==> config.mk <==
export PLATFORM = sky130hd
export DESIGN_NAME = radar_point_buffer
export DESIGN_NICKNAME = d
export VERILOG_FILES = /design/src/rtl/radar_point_buffer.sv
export SDC_FILE = /design/constraint.sdc
export NUM_CORES = 2
export LEC_CHECK = 0
export BUFFER_PORTS_ARGS = -buffer_cell sky130_fd_sc_hd__buf_2
export CORE_ASPECT_RATIO = 2
export CORE_MARGIN = 2
export CORE_UTILIZATION = 55
export CTS_CLUSTER_DIAMETER = 120
export CTS_CLUSTER_SIZE = 10
export DETAILED_ROUTE_END_ITERATION = 12
export PLACE_DENSITY = 0.75
export SYNTH_ARGS = -nofsm -noshare
export SYNTH_HDL_FRONTEND = slang
export SYNTH_SLANG_ARGS = --single-unit
==> constraint.sdc <==
create_clock -name clk -period 17.8 [get_ports clk]
set_input_delay 1.78 -clock clk [delete_from_list [all_inputs] [get_ports clk]]
set_output_delay 1.78 -clock clk [all_outputs]
set_load 0.02 [all_outputs]
==> src/rtl/radar_point_buffer.sv <==
`default_nettype none
// ============================================================================
//  Module   : radar_point_buffer
//  Purpose  : First-word-fall-through FIFO that stores cleaned radar points
//             tagged with their frame-end marker. Overflowing writes are
//             dropped, never retagged. Optional per-frame statistics
//             (drop_count, frame_points) are built only when the macro
//             RADAR_BUF_STATS_EN is defined; otherwise both ports read 0.
//  Revision : 1.0 - initial release
// ============================================================================
module radar_point_buffer #(
    parameter int DEPTH = 16,
    parameter int CW    = $clog2(DEPTH) + 1
) (
    input  logic          clk,
    input  logic          reset,
    input  logic          valid_in,
    input  logic [127:0]  clean_point,
    input  logic          frame_end,
    output logic          out_valid,
    input  logic          out_ready,
    output logic [127:0]  out_point,
    output logic          out_last,
    output logic [CW-1:0] count,
    output logic          full,
    output logic          empty,
    output logic [15:0]   drop_count,
    output logic [15:0]   frame_points
);

    localparam int AW = $clog2(DEPTH);

    // Storage entry is {frame_end, clean_point}; not reset, only pointers are.
    logic [128:0]   mem_q [DEPTH];
    logic [AW-1:0]  wr_ptr_q, wr_ptr_d;
    logic [AW-1:0]  rd_ptr_q, rd_ptr_d;
    logic [CW-1:0]  count_q, count_d;
    logic           wr_en;
    logic           rd_en;
    logic [128:0]   head;

    // Flags come straight from the registered occupancy.
    assign full      = (count_q == CW'(DEPTH));
    assign empty     = (count_q == '0);
    assign out_valid = ~empty;
    assign count     = count_q;

    // A full FIFO drops the incoming point even if a pop happens this cycle.
    assign wr_en = valid_in & ~full;
    assign rd_en = out_valid & out_ready;

    // Head presentation is masked to zero while empty so stale storage never leaks.
    assign head      = mem_q[rd_ptr_q];
    assign out_point = empty ? 128'd0 : head[127:0];
    assign out_last  = empty ? 1'b0   : head[128];

    // Pointer and occupancy next-state; pointers wrap naturally at DEPTH.
    always_comb begin
        wr_ptr_d = wr_en ? wr_ptr_q + AW'(1) : wr_ptr_q;
        rd_ptr_d = rd_en ? rd_ptr_q + AW'(1) : rd_ptr_q;
        count_d  = count_q + CW'(wr_en) - CW'(rd_en);
    end

    // Pointer and occupancy registers, cleared asynchronously.
    always_ff @(posedge clk or negedge reset) begin
        if (!reset) begin
            wr_ptr_q <= '0;
            rd_ptr_q <= '0;
            count_q  <= '0;
        end else begin
            wr_ptr_q <= wr_ptr_d;
            rd_ptr_q <= rd_ptr_d;
            count_q  <= count_d;
        end
    end

    // Storage write port.
    always_ff @(posedge clk) begin
        if (wr_en) begin
            mem_q[wr_ptr_q] <= {frame_end, clean_point};
        end
    end

`ifdef RADAR_BUF_STATS_EN
    logic [15:0] acc_q, acc_d;
    logic [15:0] drop_q, drop_d;
    logic [15:0] frame_q, frame_d;
    logic [15:0] acc_inc;

    assign acc_inc = (acc_q == 16'hFFFF) ? acc_q : acc_q + 16'd1;

    // Frame accumulator, frame length capture and saturating drop counter.
    always_comb begin
        acc_d   = acc_q;
        drop_d  = drop_q;
        frame_d = frame_q;
        if (valid_in && full && (drop_q != 16'hFFFF)) begin
            drop_d = drop_q + 16'd1;
        end
        if (valid_in && frame_end) begin
            frame_d = wr_en ? acc_inc : acc_q;
            acc_d   = '0;
        end else if (wr_en) begin
            acc_d = acc_inc;
        end
    end

    // Statistics registers, cleared asynchronously.
    always_ff @(posedge clk or negedge reset) begin
        if (!reset) begin
            acc_q   <= '0;
            drop_q  <= '0;
            frame_q <= '0;
        end else begin
            acc_q   <= acc_d;
            drop_q  <= drop_d;
            frame_q <= frame_d;
        end
    end

    assign drop_count   = drop_q;
    assign frame_points = frame_q;
`else
    assign drop_count   = 16'd0;
    assign frame_points = 16'd0;
`endif

endmodule
`default_nettype wire

==> reports/summary.log <==
qor: run_status.status finished clean
qor: synthesis.post_synth_instance_area 77930 sq um
qor: routing.antenna_violating_nets_post_route 0
qor: routing.average_routed_wire_per_standard_cell 33.98 um
qor: synthesis.synth_top_flop_cell sky130_fd_sc_hd__edfxtp_1
qor: finish.drive_gt1_frac 0.3117
qor: timing.timing_hold_violations_final 0
qor: worst_setup_path.critical_path_s_slowest_cell sky130_fd_sc_hd__dfrtp_4
qor: timing.timing.final.crit_period 7692 ps
qor: global_routing.grt.busiest_layer met2
qor: finish.stdcell_count 5459
qor: clock_tree.postCtsSetupRepairBufs 0
qor: clock_tree.clk_pin_slew 60 ps
qor: global_routing.global_route_wire_length_before_repair 267700 um
qor: timing.layout_worst_path_cycle_share 0.4321
qor: synthesis.yosys_register_bits 2077
qor: global_routing.grt.overflow.total 0
qor: synthesis.fraction_of_registers_with_async_set_reset 0.006259
qor: routing.vias 36180
qor: placement.detailed_place_hpwl 89870 um
qor: worst_setup_path.crit_path_frequent_cell sky130_fd_sc_hd__buf_4
qor: synthesis.synthesis.area_per_instance 24.50 sq um
qor: placement.dp_slack 10730 ps
qor: clock_tree.max-clock-path-buffers 3
qor: timing.totalNegativeSetupSlack 0 ps
qor: die.floorplan.rows 195
qor: global_routing.grt_max_degree 138
qor: min_path.holdCritPathClass flop to flop
qor: worst_setup_path.timing.critical_path.fanout_max 111
qor: synthesis.share_of_the_synthesized_area_in_the_top_cell_type 0.7953
qor: die.floorplan.die_area 144900 sq um
qor: worst_setup_path.worstPathArrival 5910 ps
qor: worst_setup_path.worstReg2RegStart count[3]
qor: worst_setup_path.worst_path_largest_cell_delay 1080 ps
qor: timing.skew 45.71 ps
qor: global_routing.grtUsageMet3 0.04566
qor: placement.dp.cells 5209
qor: clock_tree.clock_sink_count 2077
qor: timing.max_slew.worst_pin.slew 1263 ps
qor: clock_tree.clock_buffer_count_from_cts 225
qor: finish.area.growth.synth_to_final 12.15%
qor: die.start_util 0.5536
qor: power.power.density_cell_area 166.3 nW/um^2
qor: timing.finalSetupViolations 0
qor: clock_tree.htreeDepth 4
qor: worst_setup_path.reg2reg_to mem_q[7][38]
qor: global_routing.met1_usage 0.3201
qor: worst_setup_path.timing.reg2reg.worst_path_depth 9
qor: die.die_height 536.4 um
qor: synthesis.yosysWarningCount 0
qor: min_path.min_to count[0]
qor: routing.number_of_drc_violations_after_detailed_routing 0
qor: routing.drt_initial_violations 4214
qor: global_routing.vias_in_the_first_global_route 38760
qor: job.cap_viol_max_count 0
qor: global_routing.grt.total_usage 0.2592
qor: clock_tree.post_cts_hold_buffer_count 0
qor: timing.setup_slack 10110 ps
qor: worst_setup_path.critPathCaptureType output port
qor: synthesis.synth-seq-area-share 0.7995
qor: routing.vias_per_cell 6.627
qor: timing.final_max_slew_viol_count 0
qor: power.leakage 27.78 nW
qor: clock_tree.clock_insertion_delay_worst_skew 840 ps
qor: clock_tree.cts-resized-gates 0
qor: routing.drtPass1Iterations 5
qor: placement.post_dp_cell_area 81430 sq um
qor: synthesis.synth_enable_flop_cells 2064
qor: timing.fin_hold_ws 611.8 ps
qor: synthesis.post_synthesis_cell_type_with_the_largest_combined_area sky130_fd_sc_hd__edfxtp_1
qor: global_routing.use_met2 0.4671
qor: min_path.worstHoldStart count[0]
qor: power.peakVddDrop 0.1348 mV
qor: placement.gpl.final_weighted_congestion 0.7253
qor: worst_setup_path.crit_type flop to output port
qor: finish.num-nets-final 3710
qor: synthesis.synth_top_cells_by_count sky130_fd_sc_hd__edfxtp_1 (2064), sky130_fd_sc_hd__mux4_2 (516), sky130_fd_sc_hd__clkbuf_1 (101)
qor: synthesis.synthCells 3181
qor: die.coreArea 140800 sq um
qor: worst_setup_path.crit_path_cell_trace buf_4, buf_4, buf_12, mux4_2, a22o_1, a221o_1, buf_2
qor: worst_setup_path.setup.worst_path.start_class flop
qor: finish.layout.cell_area.non_filler 87400 sq um
qor: die.boundaryPins 302
qor: timing.rsz0062_at_grt no
qor: die.die_width 270.2 um
qor: timing.max_clk_rate 130.0 MHz
qor: synthesis.synth_top_cells_by_area sky130_fd_sc_hd__edfxtp_1 (80%), sky130_fd_sc_hd__mux4_2 (15%), sky130_fd_sc_hd__a221o_1 (1.1%), sky130_fd_sc_hd__a22o_1 (1.0%), sky130_fd_sc_hd__a22oi_1 (0.76%)
qor: min_path.min_path_cells 1
qor: routing.drt_total_wl 185500 um
qor: synthesis.post_synth_num_cell_types 36
qor: synthesis.synth.most_common_cell sky130_fd_sc_hd__edfxtp_1
qor: worst_setup_path.crit_required 16020 ps
qor: clock_tree.clock_tree_from_tritoncts built
qor: timing.timing.slew.headroom 0.1582
qor: placement.count_of_input_and_output_buffers 269
qor: clock_tree.ctsRootBufferMaster sky130_fd_sc_hd__clkbuf_16
qor: worst_setup_path.r2r_slack 12900 ps
qor: global_routing.antenna_violations_before_repair 32
[routing by layer]
metal  share of wire  vias to the layer above
met5         0.00080                        -
met4           0.028                       24
met3           0.078                      352
met2            0.54                     1943
met1            0.35                    19460
li1                -                    14400
[critical path: cells and delay by family (launching register included)]
kind,cells,cell delay [ps]
flip-flops,1,1080
AO/OA/AOI/OAI,2,590
multiplexers,1,600
buffers and inverters,4,2500
[worst max-delay path by stage]
stage               endpoint  depth (start not counted)   startpoint  slack (ps)
2_1_floorplan    mem_q[0][0]                          4     valid_in        2460
3_3_place_gp   out_point[63]                          7  rd_ptr_q[0]       10760
3_5_place_dp   out_point[63]                          7  rd_ptr_q[0]       10730
4_1_cts        out_point[63]                          7  rd_ptr_q[0]        9840
5_1_grt        out_point[63]                          7  rd_ptr_q[0]        9530
6_report       out_point[55]                          7  rd_ptr_q[0]       10110
[cells in the final DEF, fill, tap and decap left out, types with 2 or more instances in the layout]
cell and count:
sky130_fd_sc_hd__edfxtp_1 2064, sky130_fd_sc_hd__mux4_2 516, sky130_fd_sc_hd__buf_2 269, sky130_fd_sc_hd__clkbuf_16 227, sky130_fd_sc_hd__a22o_1 89, sky130_fd_sc_hd__a221o_1 89
sky130_fd_sc_hd__a22oi_1 79, sky130_fd_sc_hd__buf_4 59, sky130_fd_sc_hd__nand2_1 44, sky130_fd_sc_hd__conb_1 32, sky130_fd_sc_hd__inv_1 12, sky130_fd_sc_hd__ha_1 11
sky130_fd_sc_hd__dfrtp_1 10, sky130_fd_sc_hd__and2_4 8, sky130_fd_sc_hd__clkbuf_1 8, sky130_fd_sc_hd__xnor2_1 7, sky130_fd_sc_hd__clkinv_16 7, sky130_fd_sc_hd__buf_12 7
sky130_fd_sc_hd__diode_2 5, sky130_fd_sc_hd__nor2_4 5, sky130_fd_sc_hd__nor4_2 4, sky130_fd_sc_hd__xor2_1 3, sky130_fd_sc_hd__nor3b_2 3, sky130_fd_sc_hd__dfrtp_4 3
sky130_fd_sc_hd__and3_4 2, sky130_fd_sc_hd__nor3_2 2, sky130_fd_sc_hd__a21oi_1 2, sky130_fd_sc_hd__nor2_1 2, sky130_fd_sc_hd__nor3b_1 2, sky130_fd_sc_hd__nand4_1 2
[power by group]
part           switching (mW)  internal (mW)  total, mW
clock                    1.72           2.24       3.96
combinational            2.69           1.80       4.50
sequential              0.187           5.89       6.08
[cell families (layout without fill, tap and decap cells)]
| family | Yosys count | count (layout) | share of synthesized area |
|---|---|---|---|
| DFF | 2077 | 2077 | 0.7995 |
| muxes | 518 | 518 | 0.1494 |
| AOI/OAI and AO/OA | 261 | 261 | 0.02933 |
| buffers and inverters | 222 | 593 | 0.01371 |
| and+or+nand+nor | 80 | 80 | 0.004913 |
| adders and majority gates | 12 | 12 | 0.002023 |
| xor gates and xnor gates | 10 | 10 | 0.001124 |
| other | 1 | 37 | 0.00004812 |
[stage by stage]
step / utilization / power, mW
detailed placement: 0.5785 / 10.70
finish: 0.6208 / 14.53
CTS: 0.6208 / 14.68
global route: 0.6208 / 15.03
global placement: 0.5785 / 10.64
floorplan: - / 9.229
[state kept, by name, indices dropped and copies added, names as in the netlist]
name	cells
rd_ptr_q	4
count	5
mem_q	2064
wr_ptr_q	4
[area by class of cell]
cell class / instances / area [sq um]
well taps: 1871 / 2341
multi-input cells: 913 / 14790
clock buffers: 235 / 5710
repair buffers: 335 / 1929
clock inverters: 10 / 244.0
diodes: 5 / 12.51
flip-flops and latches: 2077 / 62320
fillers: 9186 / 53380
inverters: 13 / 53.80
Power figures use the tool's default switching activity.
